**config.mk**
```make
export PLATFORM = sky130hd
export DESIGN_NAME = pc_ras_unit
export DESIGN_NICKNAME = d
export VERILOG_FILES = /design/src/rtl/pc_ras_unit.sv
export SDC_FILE = /design/constraint.sdc
export NUM_CORES = 1
export LEC_CHECK = 0
export ABC_AREA = 1
export CAP_MARGIN = 20
export CORE_MARGIN = 3
export CORE_UTILIZATION = 45
export DETAILED_ROUTE_END_ITERATION = 7
export PLACE_DENSITY_LB_ADDON = 0.12
export SLEW_MARGIN = 20
export SYNTH_ARGS = -nofsm -noshare
export SYNTH_HDL_FRONTEND = slang
export SYNTH_SLANG_ARGS = --single-unit
```
**constraint.sdc**
```tcl
create_clock -name clk -period 2.6 [get_ports clk]
set_input_delay 0.26 -clock clk [delete_from_list [all_inputs] [get_ports clk]]
set_output_delay 0.26 -clock clk [all_outputs]
set_load 0.02 [all_outputs]
```
**src/rtl/pc_ras_unit.sv**
```systemverilog
`default_nettype none
// ============================================================================
// Module   : pc_ras_unit
// Brief    : IF-stage program counter with return-address stack. Optional
//            target alignment trap enabled by defining PC_ALIGN_CHECK_EN.
// Revision : 1.0 - initial release
// ============================================================================
module pc_ras_unit #(
  parameter int unsigned     PC_W      = 32,
  parameter logic [PC_W-1:0] RESET_VEC = '0,
  parameter int unsigned     INC       = 4,
  parameter int unsigned     RAS_DEPTH = 4,
  parameter logic [PC_W-1:0] TRAP_VEC  = PC_W'('h100)
) (
  input  logic            clk,
  input  logic            rst,
  input  logic            freeze_i,
  input  logic            br_taken_i,
  input  logic [PC_W-1:0] br_target_i,
  input  logic            call_i,
  input  logic            ret_i,
  output logic [PC_W-1:0] pc_o,
  output logic [PC_W-1:0] pc_next_o,
  output logic            ras_empty_o,
  output logic            ras_full_o,
  output logic            ras_ovf_o,
  output logic            ras_unf_o,
  output logic            misalign_o
);

  localparam int unsigned     PTR_W   = $clog2(RAS_DEPTH);
  localparam int unsigned     CNT_W   = $clog2(RAS_DEPTH + 1);
  localparam logic [CNT_W-1:0] CNT_MAX = CNT_W'(RAS_DEPTH);
  localparam logic [PC_W-1:0] INC_V   = PC_W'(INC);

  logic [PC_W-1:0]  pc_q, pc_d;
  logic [PC_W-1:0]  ras_q [RAS_DEPTH];
  logic [CNT_W-1:0] cnt_q, cnt_d;
  logic [PTR_W-1:0] wp_q, wp_d;
  logic             ovf_q, ovf_d;
  logic             unf_q, unf_d;
  logic [PC_W-1:0]  pc_inc;
  logic [PC_W-1:0]  ras_top;
  logic             push, pop;
  logic             tgt_sel;
  logic             mis_d;

  assign pc_inc  = pc_q + INC_V;
  assign ras_top = ras_q[wp_q - PTR_W'(1)];

`ifdef PC_ALIGN_CHECK_EN
  localparam logic [PC_W-1:0] ALIGN_MASK = PC_W'(INC - 1);
`else
  logic unused_trap_vec;
  assign unused_trap_vec = ^TRAP_VEC;
`endif

  always_comb begin
    pc_d    = pc_inc;
    push    = 1'b0;
    pop     = 1'b0;
    tgt_sel = 1'b0;
    ovf_d   = ovf_q;
    unf_d   = unf_q;
    mis_d   = 1'b0;
    if (call_i) begin
      pc_d    = br_target_i;
      push    = 1'b1;
      tgt_sel = 1'b1;
      if (cnt_q == CNT_MAX) ovf_d = 1'b1;
    end else if (ret_i) begin
      if (cnt_q != '0) begin
        pc_d = ras_top;
        pop  = 1'b1;
      end else begin
        unf_d = 1'b1;
      end
    end else if (br_taken_i) begin
      pc_d    = br_target_i;
      tgt_sel = 1'b1;
    end
`ifdef PC_ALIGN_CHECK_EN
    // A misaligned call still pushes; only the fetch address is redirected.
    if (tgt_sel && ((br_target_i & ALIGN_MASK) != '0)) begin
      pc_d  = TRAP_VEC;
      mis_d = ~freeze_i;
    end
`endif
  end

  always_comb begin
    cnt_d = cnt_q;
    wp_d  = wp_q;
    if (push) begin
      wp_d = wp_q + 1'b1;
      if (cnt_q != CNT_MAX) cnt_d = cnt_q + 1'b1;
    end else if (pop) begin
      wp_d  = wp_q - 1'b1;
      cnt_d = cnt_q - 1'b1;
    end
  end

  always_ff @(posedge clk or posedge rst) begin
    if (rst) begin
      pc_q  <= RESET_VEC;
      cnt_q <= '0;
      wp_q  <= '0;
      ovf_q <= 1'b0;
      unf_q <= 1'b0;
    end else if (!freeze_i) begin
      pc_q  <= pc_d;
      cnt_q <= cnt_d;
      wp_q  <= wp_d;
      ovf_q <= ovf_d;
      unf_q <= unf_d;
    end
  end

  // Entry storage carries no reset; contents are meaningless until pushed.
  always_ff @(posedge clk) begin
    if (!freeze_i && push) ras_q[wp_q] <= pc_inc;
  end

`ifdef PC_ALIGN_CHECK_EN
  logic mis_q;
  always_ff @(posedge clk or posedge rst) begin
    if (rst) mis_q <= 1'b0;
    else     mis_q <= mis_d;
  end
  assign misalign_o = mis_q;
`else
  logic unused_mis;
  assign unused_mis = mis_d;
  assign misalign_o = 1'b0;
`endif

  assign pc_o        = pc_q;
  assign pc_next_o   = pc_d;
  assign ras_empty_o = (cnt_q == '0);
  assign ras_full_o  = (cnt_q == CNT_MAX);
  assign ras_ovf_o   = ovf_q;
  assign ras_unf_o   = unf_q;

endmodule
`default_nettype wire

```
==> key figures <==
Status
  • Status: complete, but fails checks
  • Failing checks: negative setup slack

Place
  • Area after DPL: 10600 sq um
  • PortBufs: 105
  • Gpl congestion: 0.854
  • DP HPWL: 17.7 mm

Route
  • DR vias: 7412
  • Residual DRC count: 0
  • DRT antenna net count: 0
  • WL/cell: 18.4 um
  • Starting DRT DRC Count: 664
  • Vias per std cell: 5.30
  • WL final: 25.8 mm
  • Router iterations before antenna repair: 7

Global routing
  • GRT Resource Usage Total: 24.9%
  • Vias in the first global route: 6869
  • Initial antenna violation count: 0
  • First-pass GRT wire length: 39.0 mm
  • Grt total ovfl: 0
  • Largest net degree at the start of global routing: 44

Timing
  • Max Slew Vio Count: 0
  • Worst-case clock skew: 12.4 ps
  • Crit path time final: 2640 ps
  • Final hold vios: 0
  • Final setup violation count: 2
  • Fin worst setup slack: -37.6 ps
  • Final period utilization: 101%
  • Max-Slew Margin vs Limit: 55.0%
  • Unrepaired setup endpoints after global routing: yes
  • Setup tns final: -43.4 ps
  • Max Freq: 379 MHz
  • Worst hold slack: 232 ps
  • Pin slew with the least headroom to its limit: 674 ps

Finish
  • Combined flip-flop and latch cell area: 4830 sq um
  • N_diodes: 0
  • Multi-input gate area: 3680 sq um
  • Final core area utilization: 63.5%
  • Post-route cell area: 11700 sq um
  • Area grow syn2layout: 35.8%
  • Fillers: 1556
  • Share of layout cells above drive strength 1: 26.1%
  • Nets: 1200

Clock tree
  • Hold Buf Count CTS: 0
  • Clock slew at reported path FFs: 70 ps
  • H-tree Lvls: 4
  • CTS sink count: 167
  • CTS tree: built
  • Worst skew pair latency: 430 ps
  • Clock buffer depth: 2
  • CTS root buffer: clkbuf_16
  • CTS Buf Count: 17

Power and ir drop
  • Power per Cell Area: 1040 nW/um^2
  • Max VDD drop: 0.655 mV
  • Static leakage: 0.00491 uW

Logic synthesis
  • Register area share after synthesis: 56.0%
  • Synth area leaders: edfxtp_1 45%, nand2_1 14%, dfrtp_1 11%
  • Post-synth top flop: edfxtp_1
  • Post-Synthesis Cells: 969
  • Synthesized Nets: 1013
  • Synth warn: 0
  • Async set or reset register ratio after synthesis: 23.4%
  • Yosys cell types: 35
  • Post-synth EDFFs: 128
  • Cell taking the most area after synthesis: edfxtp_1
  • Synth Register Bits: 167
  • Syn avg cell area: 8.87 sq um
  • Mapped cell area: 8600 sq um
  • Synth top area share: 44.7%

Setup path
  • R2R depth: 11
  • Slowest cell delay on critical path: 370 ps
  • Reg2reg end: pc_o[5]
  • Flop2flop setup slack: 520 ps
  • Worst-path maximum fanout: 7
  • Worst Path Required: 2340 ps
  • FF-to-FF Start: cnt_q[0]
  • CP arrival: 2380 ps
  • CP startpoint kind: flip-flop
  • Setup crit end kind: primary output
  • CP Cell Sequence: inv_2 > ha_4 > clkinvlp_4 > clkbuf_16 > nor2_2 > o21ai_2 > o211ai_1 > o21ai_1 > a21boi_1 > buf_4
  • Crit Path Category: reg -> out
  • Slowest CP cell: dfrtp_1

Die
  • Die height: 144 um
  • Core box area: 18400 sq um
  • Top-Level Pins: 107
  • Row Count: 49
  • Die Wd: 144 um
  • Die area: 20800 sq um
  • Initial Utilization: 46.8%

Worst hold path
  • HP Class: in -> async

Flow run
  • Number of max-cap violations: 0
-- synth_stat cells, drive strengths merged (6+ instances only) --
cell / instances
nand2: 329
nand3: 133
edfxtp: 128
nor2: 85
inv: 71
o21ai: 41
dfrtp: 39
buf: 27
or2: 25
clkbuf: 19
nand3b: 17
xor2: 16
a21oi: 7
o211ai: 6
-- routing by layer --
layer	wire [um]	vias to the layer above	GRT usage, %
met1	11700	3517	38.1
met3	2270	23	5.46
met4	250	0	5.20
met2	11600	321	36.8
met5	0	-	0
li1	-	3551	-
-- flip-flops by register name (all words and copies together), names as in the netlist --
signal,count
pc_o,32
ras_unf_o,1
ras_ovf_o,1
ras_q,128
cnt_q,3
wp_q,2
-- worst max-delay path: cells and delay by family (launching register included) --
family / cells / cell delay, ps
buffers and inverters: 4 / 670
AOI/OAI and AO/OA: 4 / 520
DFF: 1 / 370
adders and majority gates: 1 / 290
and+or+nand+nor: 1 / 120
-- final cells by class --
type / instances / share of cell area, %
multi-input cells: 684 / 31.5
clock buffers: 18 / 3.67
flip-flops and latches: 167 / 41.3
clock inverters: 14 / 0.986
repair buffers: 214 / 17.6
well taps: 229 / 2.45
inverters: 72 / 2.37
-- logic make-up after synthesis --
| group | synth area share, % |
|---|---|
| AOI/OAI and AO/OA | 4.22 |
| xor gates and xnor gates | 2.55 |
| adders and majority gates | 0.960 |
| buffers and inverters | 5.59 |
| DFF | 56.0 |
| muxes | 0.131 |
| other | 0.0436 |
| and+or+nand+nor | 30.5 |
-- per-stage QoR --
| stage | setup WS, ps | cells | power (uW) |
|---|---|---|---|
| 6_report | -37.6 | 1398 | 12200 |
| 5_1_grt | -174 | 1398 | 12800 |
| 4_1_cts | -27.5 | 1383 | 11300 |
| 3_5_place_dp | -103 | 1344 | 8890 |
| 3_3_place_gp | -44.4 | 1344 | 8880 |
| 2_1_floorplan | -162 | 969 | 6500 |
-- where the power goes --
part	internal (uW)	switching (uW)	total, uW
Combinational	2460	3610	6080
Sequential	3430	297	3730
Clock	1250	1110	2360
-- worst max-delay path by stage --
stage                 start       endpoint  slack, ps  depth (start not counted)
finish              wp_q[1]   pc_next_o[7]        -40                         10
global route        wp_q[1]   pc_next_o[3]       -170                         11
CTS                 pc_o[2]  pc_next_o[22]        -30                         14
detailed placement  wp_q[0]   pc_next_o[7]       -100                         10
global placement    wp_q[0]   pc_next_o[7]        -40                         10
floorplan           wp_q[0]    ras_q[2][0]       -160                          6
-- cell usage in the layout, fill, tap and decap left out, types with 25 or more instances in the layout --
cell and n:
buf_4 106, clkdlybuf4s50_1 73, dfrtp_1 33, edfxtp_1 128, inv_1 66, nand2_1 307, nand3_1 97, nand3_2 28
nor2_1 64, o21ai_0 29, or2_2 25
-- timing repair --
action	4_1_cts	5_1_grt
pin swaps	9	33
cloned	0	3
resized for setup	146	135
endpoints found under the hold margin	0	0
endpoints found under the setup margin	32	32
setup buffers	7	12
Note: power is estimated with default switching activity, not from simulation.
